--- src/rtl/apb_pkg.sv ---
// Shared types and constants for the MEM-stage APB master.
package apb_pkg;

  typedef enum logic [1:0] {
    IDLE   = 2'd0,
    SETUP  = 2'd1,
    ACCESS = 2'd2,
    DONE   = 2'd3
  } apb_state_e;

  localparam logic [3:0] PERIPH_NONE  = 4'd0;
  localparam logic [3:0] PERIPH_GPIO  = 4'd1;
  localparam logic [3:0] PERIPH_UART  = 4'd2;
  localparam logic [3:0] PERIPH_TIMER = 4'd3;

  // Peripheral code whose accesses hold the pipeline until completion.
  localparam logic [3:0] UART_SEL = PERIPH_UART;

endpackage

--- src/rtl/apb_wait_timer.sv ---
// Saturating PREADY wait counter; timeout fires on the cycle the count would reach MAX.
module apb_wait_timer #(
  parameter int MAX = 255
) (
  input  logic clk,
  input  logic rst_n,
  input  logic clr,
  input  logic en,
  output logic timeout
);

  localparam int CNT_W = (MAX == 0) ? 1 : $clog2(MAX + 1);
  localparam logic [CNT_W-1:0] LAST = CNT_W'((MAX == 0) ? 0 : MAX - 1);

  logic [CNT_W-1:0] cnt;

  always_ff @(posedge clk or negedge rst_n) begin
    if (!rst_n) begin
      cnt <= '0;
    end else if (clr) begin
      cnt <= '0;
    end else if (en && (cnt != '1)) begin
      cnt <= cnt + 1'b1;
    end
  end

  // MAX of zero leaves the counter running but never reports a timeout.
  assign timeout = (MAX != 0) && en && (cnt == LAST);

endmodule

--- src/rtl/apb_periph_bridge.sv ---
// MEM-stage APB master: one load/store to a peripheral becomes one APB transfer,
// with completion strobes for the hazard unit.
//
// state  | meaning
// IDLE   | waiting for transEn with a non-zero peripheral select
// SETUP  | APB setup phase, PSEL only
// ACCESS | PSEL+PENABLE, waiting for PREADY or timeout
// DONE   | completion cycle, pipeline advances at its end
module apb_periph_bridge
  import apb_pkg::*;
#(
  parameter int ADDR_W  = 32,
  parameter int DATA_W  = 32,
  parameter int TIMEOUT = 255
) (
  input  logic              clk,
  input  logic              rst_n,
  input  logic              transEn,
  input  logic [3:0]        peripheral_load,
  input  logic              opcode5,
  input  logic [ADDR_W-1:0] addr,
  input  logic [DATA_W-1:0] wdata,
  output logic [DATA_W-1:0] rdata,
  output logic              trans_done,
  output logic              store_done,
  output logic              store_finished,
  output logic              bus_err,
  output logic              PSEL,
  output logic              PENABLE,
  output logic              PWRITE,
  output logic [ADDR_W-1:0] PADDR,
  output logic [DATA_W-1:0] PWDATA,
  input  logic [DATA_W-1:0] PRDATA,
  input  logic              PREADY,
  input  logic              PSLVERR
);

  apb_state_e state, state_nxt;
  logic       req;
  logic       tmr_clr, tmr_en, tmr_tc;
  logic       err_q;

  assign req     = transEn && (peripheral_load != PERIPH_NONE);
  assign tmr_clr = (state == IDLE) && req;
  assign tmr_en  = (state == ACCESS) && !PREADY;

  apb_wait_timer #(.MAX(TIMEOUT)) u_wait_timer (
    .clk    (clk),
    .rst_n  (rst_n),
    .clr    (tmr_clr),
    .en     (tmr_en),
    .timeout(tmr_tc)
  );

  always_ff @(posedge clk or negedge rst_n) begin
    if (!rst_n) begin
      state <= IDLE;
    end else begin
      state <= state_nxt;
    end
  end

  always_comb begin
    state_nxt = state;
    case (state)
      IDLE:    if (req) state_nxt = SETUP;
      SETUP:   state_nxt = ACCESS;
      ACCESS:  if (PREADY || tmr_tc) state_nxt = DONE;
      DONE:    state_nxt = IDLE;
      default: state_nxt = IDLE;
    endcase
  end

  // Address/data/direction only move on acceptance, so they hold through SETUP and ACCESS.
  always_ff @(posedge clk or negedge rst_n) begin
    if (!rst_n) begin
      PADDR  <= '0;
      PWDATA <= '0;
      PWRITE <= 1'b0;
      rdata  <= '0;
      err_q  <= 1'b0;
    end else begin
      if (tmr_clr) begin
        PADDR  <= addr;
        PWDATA <= wdata;
        PWRITE <= opcode5;
      end
      if (state == ACCESS) begin
        if (PREADY) begin
          err_q <= PSLVERR;
          if (!PWRITE) rdata <= PRDATA;
        end else if (tmr_tc) begin
          err_q <= 1'b1;
          if (!PWRITE) rdata <= '0;
        end
      end
    end
  end

  always_comb begin
    PSEL           = 1'b0;
    PENABLE        = 1'b0;
    trans_done     = 1'b0;
    bus_err        = 1'b0;
    store_done     = 1'b0;
    store_finished = 1'b0;
    case (state)
      IDLE: store_done = req && opcode5;
      SETUP: begin
        PSEL       = 1'b1;
        store_done = PWRITE;
      end
      ACCESS: begin
        PSEL       = 1'b1;
        PENABLE    = 1'b1;
        store_done = PWRITE;
      end
      DONE: begin
        trans_done     = 1'b1;
        bus_err        = err_q;
        store_done     = PWRITE;
        store_finished = PWRITE;
      end
      default: ;
    endcase
  end

endmodule
--- config.mk ---
export PLATFORM = sky130hd
export DESIGN_NAME = apb_periph_bridge
export DESIGN_NICKNAME = d
export VERILOG_FILES = /design/src/rtl/apb_pkg.sv /design/src/rtl/apb_wait_timer.sv /design/src/rtl/apb_periph_bridge.sv
export SDC_FILE = /design/constraint.sdc
export NUM_CORES = 1
export LEC_CHECK = 0
export BUFFER_PORTS_ARGS = -buffer_cell sky130_fd_sc_hd__buf_2
export CAP_MARGIN = 25
export CORE_MARGIN = 2
export CORE_UTILIZATION = 41
export CTS_CLUSTER_SIZE = 14
export DETAILED_ROUTE_END_ITERATION = 8
export GPL_TIMING_DRIVEN = 0
export PLACE_DENSITY = 0.86
export SETUP_SLACK_MARGIN = 0.4
export SLEW_MARGIN = 0
export SYNTH_ARGS = -nofsm -noshare
export SYNTH_HDL_FRONTEND = slang
export SYNTH_SLANG_ARGS = --single-unit
--- constraint.sdc ---
create_clock -name clk -period 1.65 [get_ports clk]
set_input_delay 0.33 -clock clk [delete_from_list [all_inputs] [get_ports clk]]
set_output_delay 0.33 -clock clk [all_outputs]
set_load 0.05 [all_outputs]
==> out/metrics.yaml, run 1 <==
drt-pass1-iter-count: 6
clk_path_buf_depth: 2
fin_area_um2: 7853
initial_utilization: 0.4177
worst-path-max-fanout: 2
r2r_cells: 9
layout_commonest_cell: "buf_6"
diodes: 0
grt_remaining_overflow: 0
p_sw_frac: 0.4802
cts_tree: "built"
drcViolationCount: 0
gp_congestion: 0.8027
outcome: "complete, but fails checks"
register_area_um2: 2704
row_count: 37
place_hpwl_um: 8347
synth_compound_area_frac: 0.09206
finClkSkew_ns: 0.01530
placed_cell_area_um2: 5593
die_w_um: 105.9
hold_violations: 42
grt_max_degree: 67
ys_ff_latch: 108
synth_mux_area_frac: 0.002647
drt-total-wl_um: 15480
drive_gt1_frac: 0.6184
antenna_found_initial: 0
ios: 209
syn_avg_cell_area_um2: 10.20
vias: 4343
power.net_switching_mw: 8.937
num-fill-cells: 568
rsz0062_at_grt: "true"
cp-end-kind: "output port"
synth_top_family_by_area: "simple AND/OR/NAND/NOR gates"
yosysWarnings: 0
ant_nets: 0
dpl.cell_count: 762
vdd_drop_max_v: 0.001373
crit_type: "register to output port"
die_h_um: 105.9
clkSlewWorstSetupHoldPaths_ns: 0.11
violations: "negative hold slack, negative setup slack"
drt_iter0_markers: 223
nets: 824
h-tree-depth: 3
p_int_mw: 9.675
synthesis.nets: 528
multi_input_area_um2: 1944
crit_required_ns: 1.32
total_power_mw: 18.61
vias_per_cell: 5.085
period_minus_slack_ns: 1.835
ctsRootBufferMaster: "clkbuf_8"
tightest_slew_ns: 0.5863
combPwrFrac: 0.643
clkPwrFrac: 0.100
fmax_mhz: 544.9
fin_crit_sh: 1.112
pwr_density_cell_nw_per_um2: 2370
maxSlewHeadroom: 0.6091
slew_viol_final: 0
wire_per_inst_um: 18.13
portBuffers: 208
final-instance-count-excl-fill: 854
maxCapViolations: 0
grt_pass1_wl_um: 21000
post-place-ws_ns: -0.2668
timing.hold.ws_ns: -0.05473
synthXorXnorAreaFrac: 0.01029
die-area_um2: 11210
syn_to_final_growth_pct: 84.59
finalSetupViolations: 82
start_kind: "register"
first_global_vias: 4282
netlist_area_um2: 4254
coreArea_um2: 10180
synth_seq_area_share: 0.6353
arrival_ns: 1.51
clk_latency_ns: 0.37
yosys.area_share.simple: 0.2079
syn-instance-count: 417
pwr-share-seq: 0.257
grt.total_usage: 0.2390
leakage_nw: 4.227
cts_buffers: 9
clock_sinks: 108
min_path_type: "input port to async pin"
synth-adder-area-share: 0.01471
setup_slack_ns: -0.1851
synth.distinct_cells: 34
final_cell_mix: "115 x buf_6, 108 x buf_2, 107 x dfrtp_1, 105 x nand2_1, 63 x nand2_2"
[stage by stage]
step	utilization	setup TNS [ns]
3_5_place_dp	0.5491	-6.446
2_1_floorplan	-	-0.00003653
4_1_cts	0.6828	-0.6813
3_3_place_gp	0.5462	-95.18
5_1_grt	0.7710	-11.40
6_report	0.7710	-5.650
[path summary, 6_finish.rpt]
path	from	to	slack, ns
max in group asynchronous	rst_n	rdata[2]$_DFFE_PN0P_	0.98
setup / recovery	state[1]$_DFFE_PN0P_	store_done	-0.19
min in group clk	wdata[9]	PWDATA[9]$_DFFE_PN0P_	0.15
hold reg to reg	PADDR[16]$_DFFE_PN0P_	PADDR[16]$_DFFE_PN0P_	0.51
setup reg to reg	state[0]$_DFFE_PN0P_	state[1]$_DFFE_PN0P_	-0.19
hold / removal	rst_n	rdata[6]$_DFFE_PN0P_	-0.05
[Yosys cell counts, drive strengths merged]
master	number	share of area
nand3	3	0.0047
or4	1	0.0018
o21bai	1	0.0018
a211oi	1	0.0018
xnor2	4	0.0082
a21oi	5	0.0059
mux2	1	0.0026
o31ai	1	0.0018
nand3b	1	0.0018
or2	1	0.0015
inv	6	0.0053
a22o	32	0.066
buf	16	0.028
nor4	1	0.0015
and2b	1	0.0018
nand2	198	0.17
xor2	1	0.0021
nor2	8	0.0071
dfrtp	108	0.64
and3	3	0.0044
clkbuf	4	0.0035
o21a	1	0.0018
o211ai	1	0.0018
ha	5	0.015
nand4	2	0.0029
o41a	1	0.0026
o22a	1	0.0021
or3	1	0.0015
o21ai	5	0.0068
and2	3	0.0044
[per-layer routing]
metal | vias up | track usage | routed length (um)
met2 | 230 | 0.4424 | 8418
met3 | 49 | 0.04205 | 900
li1 | 1941 | - | -
met4 | 0 | 0.1071 | 557
met1 | 2123 | 0.2664 | 5606
met5 | - | 0 | 0
[sequential cells by signal (all words and copies together), names as in the netlist]
signal and flops:
PADDR 32, PWDATA 32, PWRITE 1, err_q 1, rdata 32, state 2, u_wait_timer.cnt 8
[cells by family after synthesis]
| kind of cell | after synthesis |
|---|---|
| muxes | 1 |
| and+or+nand+nor | 223 |
| buffers and inverters | 26 |
| adders and majority gates | 5 |
| AOI/OAI and AO/OA | 49 |
| xor gates and xnor gates | 5 |
| DFF | 108 |
[area by class of cell]
class / instances / area share
Buffer: 20 / 0.02804
Clock buffer: 11 / 0.01928
Clock inverter: 5 / 0.01052
Inverter: 6 / 0.002868
Multi-Input combinational cell: 283 / 0.2476
Sequential cell: 108 / 0.3443
Tap cell: 136 / 0.02167
Timing Repair Buffer: 285 / 0.3257
[critical path: stages (launching register included)]
cell,delay (ns)
dfrtp_1,0.41
inv_2,0.08
ha_4,0.13
and2_4,0.15
buf_12,0.10
nand2_4,0.05
o21ai_4,0.05
buf_6,0.17
[repair_timing]
item / in CTS / in global routing
pin swaps: 14 / 70
endpoints found under the setup margin: 210 / 211
hold endpoints to repair: 42 / 27
gates resized for setup: 212 / 210
cloned: 7 / 2
setup buffers: 31 / 36
[power groups by stage]
stage	Clock [mW]	Sequential (mW)	Combinational, mW
final	1.86	4.78	12.0
after global routing	2.00	4.88	12.5
after CTS	1.86	4.66	10.3
after detailed placement	0	4.51	8.03
after global placement	0	4.44	7.87
after floorplan	0	8.31	2.22
Note: power is estimated with default switching activity, not from simulation.
==> run 2, diff against run 1 <==
--- a/config.mk
+++ b/config.mk
@@ -8,11 +8,11 @@
 export BUFFER_PORTS_ARGS = -buffer_cell sky130_fd_sc_hd__buf_2
 export CAP_MARGIN = 25
 export CORE_MARGIN = 2
-export CORE_UTILIZATION = 41
+export CORE_UTILIZATION = 46
 export CTS_CLUSTER_SIZE = 14
 export DETAILED_ROUTE_END_ITERATION = 8
 export GPL_TIMING_DRIVEN = 0
-export PLACE_DENSITY = 0.86
+export PLACE_DENSITY = 0.91
 export SETUP_SLACK_MARGIN = 0.4
 export SLEW_MARGIN = 0
 export SYNTH_ARGS = -nofsm -noshare
==> constraint.sdc (replaced) <==
create_clock -name clk -period 1.81 [get_ports clk]
set_input_delay 0.362 -clock clk [delete_from_list [all_inputs] [get_ports clk]]
set_output_delay 0.362 -clock clk [all_outputs]
set_load 0.05 [all_outputs]
==> run 2 against run 1 <==
Net effect:
- the run ends with negative setup slack left
- final cell count shrank 9.6%
- largest power group unchanged
- register-to-register slack gained 0.23 ns
- combinational power shrank 33%
- worst setup slack gained 0.15 ns
- clock power shrank 26%
==> out/metrics.yaml, run 2 (same netlist as run 1, synthesis figures left out) <==
outcome: "complete, but fails checks"  # unchanged
violations: "negative setup slack"  # was negative hold slack, negative setup slack
first_global_vias: 3697  # was 4282
combPwrFrac: 0.595  # was 0.643
fmax_mhz: 543.3
cts_tree: "built"  # unchanged
arrival_ns: 1.48  # was 1.51 ns
row_count: 35  # was 37
maxSlewHeadroom: 0.4987  # was 0.6091
vdd_drop_max_v: 0.001459  # was 0.001373 V
ant_nets: 0  # unchanged
layout_commonest_cell: "nand2_1"  # was buf_6
fin_area_um2: 6111  # was 7853 um^2
register_area_um2: 2704  # unchanged
ctsHoldBuffers: 0
diodes: 0  # unchanged
r2r_cells: 7  # was 9
drt-pass1-iter-count: 5  # was 6
finalSetupViolations: 1  # was 82
clkSlewWorstSetupHoldPaths_ns: 0.10  # was 0.11 ns
grt.total_usage: 0.2149  # was 0.2390
fin_util: 0.6709  # was 0.7710
crit_type: "register to output port"  # unchanged
multi_input_area_um2: 1565  # was 1944 um^2
clkPwrFrac: 0.103  # was 0.100
wire_per_inst_um: 14.74  # was 18.13 um
ctsRootBufferMaster: "clkbuf_8"  # unchanged
pwr-share-seq: 0.302  # was 0.257
clk_latency_ns: 0.36  # was 0.37 ns
finClkSkew_ns: 0.01868  # was 0.01530 ns
p_sw_frac: 0.5305  # was 0.4802
power.net_switching_mw: 7.139  # was 8.937 mW
tightest_slew_ns: 0.7519  # was 0.5863 ns
clock_sinks: 108  # unchanged
start_kind: "register"  # unchanged
die-area_um2: 10030  # was 11210 um^2
leakage_nw: 3.447  # was 4.227 nW
rsz0062_at_grt: "true"  # unchanged
grt_remaining_overflow: 0  # unchanged
vias_per_cell: 4.973  # was 5.085
clk_path_buf_depth: 2  # unchanged
crit_required_ns: 1.45  # was 1.32 ns
final_cell_mix: "196 x nand2_1, 192 x buf_2, 107 x dfrtp_1, 32 x a22o_1, 18 x buf_4"  # was 115 x buf_6, 108 x buf_2, 107 x dfrtp_1, 105 x nand2_1, 63 x nand2_2
placed_cell_area_um2: 5543  # was 5593 um^2
p_int_mw: 6.319  # was 9.675 mW
hold_violations: 0  # was 42
drt_iter0_markers: 118  # was 223
pwr_density_cell_nw_per_um2: 2202  # was 2370 nW/um^2
gp_congestion: 0.8688  # was 0.8027
slew_viol_final: 0  # unchanged
crit_path_end: "store_done"  # unchanged
vias: 3839  # was 4343
antenna_found_initial: 0  # unchanged
initial_utilization: 0.4670  # was 0.4177
grt_pass1_wl_um: 17210  # was 21000 um
die_h_um: 100.2  # was 105.9 um
drcViolationCount: 0  # unchanged
fin_crit_sh: 1.017
regToRegStartpoint: "state[0]$_DFFE_PN0P_"  # unchanged
setup_slack_ns: -0.03060  # was -0.1851 ns
portBuffers: 208  # unchanged
cp-end-kind: "output port"  # unchanged
r2r_slack_ns: 0.04  # was -0.19 ns
syn_to_final_growth_pct: 43.65  # was 84.59%
min_path_type: "input port to async pin"  # unchanged
nets: 767  # was 824
grt_max_degree: 59  # was 67
num-fill-cells: 697  # was 568
worst-path-max-fanout: 2  # unchanged
drt-total-wl_um: 11380  # was 15480 um
drive_gt1_frac: 0.4448  # was 0.6184
startpoint: "state[0]$_DFFE_PN0P_"  # was state[1]$_DFFE_PN0P_
top_regs: "PADDR (32), PWDATA (32), rdata (32)"  # unchanged
timing.rr.end: "u_wait_timer.cnt[7]$_DFFE_PN0P_"  # was state[1]$_DFFE_PN0P_
cts_buffers: 9  # unchanged
coreArea_um2: 9109  # was 10180 um^2
setup_tns_ns: -0.03060  # was -5.650 ns
timing.hold.ws_ns: 0.05363  # was -0.05473 ns
period_minus_slack_ns: 1.841
place_hpwl_um: 8050  # was 8347 um
post-place-ws_ns: -0.1445  # was -0.2668 ns
ios: 209  # unchanged
maxCapViolations: 0  # unchanged
h-tree-depth: 3  # unchanged
die_w_um: 100.2  # was 105.9 um
-- run 2: cell types whose count changed in the layout (fill, tap and decap cells not counted), sizes merged --
cell and delta:
clkinvlp +1, inv +1, clkbuf +12, bufinv -2, buf -69
-- run 2: repair_timing --
action                                  in CTS  in global routing
endpoints found under the setup margin     113                119
gates resized for setup                     30                 45
hold endpoints to repair                     0                  0
cloned                                       0                  3
buffers inserted                             9                  7
pin swaps                                   10                  7
-- run 2: worst max-delay path, cell delays in order, from the launching register on --
cell     delay [ns]
dfrtp_1        0.41
inv_2          0.09
ha_4           0.13
and2_4         0.15
buf_12         0.10
nand2_4        0.04
o21ai_4        0.06
buf_8          0.16
-- run 2: final cells by class --
type	count	share of cell area
Sequential cell	108	0.4425
Clock inverter	5	0.006962
Clock buffer	11	0.02314
Tap cell	111	0.02273
Multi-Input combinational cell	283	0.2561
Inverter	6	0.003686
Buffer	20	0.03112
Timing Repair Buffer	228	0.2138
-- run 2: per-layer routing --
metal / global-route usage / routed length [um]
met3: 0.04109 / 613
met2: 0.3784 / 6026
met5: 0 / 0
met1: 0.2677 / 4595
met4: 0.06849 / 148
-- run 2: power groups by stage --
| stage | Combinational, mW | Clock (mW) | Sequential (mW) |
|---|---|---|---|
| 2_1_floorplan | 2.00 | 0 | 7.58 |
| 3_3_place_gp | 7.12 | 0 | 4.04 |
| 3_5_place_dp | 7.29 | 0 | 4.10 |
| 4_1_cts | 7.71 | 1.41 | 4.04 |
| 5_1_grt | 8.43 | 1.52 | 4.19 |
| 6_report | 8.01 | 1.38 | 4.06 |
-- run 2: worst min path at each step --
stage | start | slack, ns | to
after global routing | rst_n | 0.09 | PADDR[5]$_DFFE_PN0P_
after global placement | PWDATA[17]$_DFFE_PN0P_ | 0.45 | PWDATA[17]$_DFFE_PN0P_
after detailed placement | PADDR[23]$_DFFE_PN0P_ | 0.46 | PADDR[23]$_DFFE_PN0P_
after CTS | rst_n | 0.07 | PADDR[7]$_DFFE_PN0P_
after floorplan | rst_n | 0.07 | PADDR[0]$_DFFE_PN0P_
final | rst_n | 0.05 | PADDR[7]$_DFFE_PN0P_
-- run 2: through the flow --
step	std cells	power (mW)
2_1_floorplan	417	9.580
3_3_place_gp	736	11.16
3_5_place_dp	737	11.38
4_1_cts	762	13.16
5_1_grt	772	14.13
6_report	772	13.46
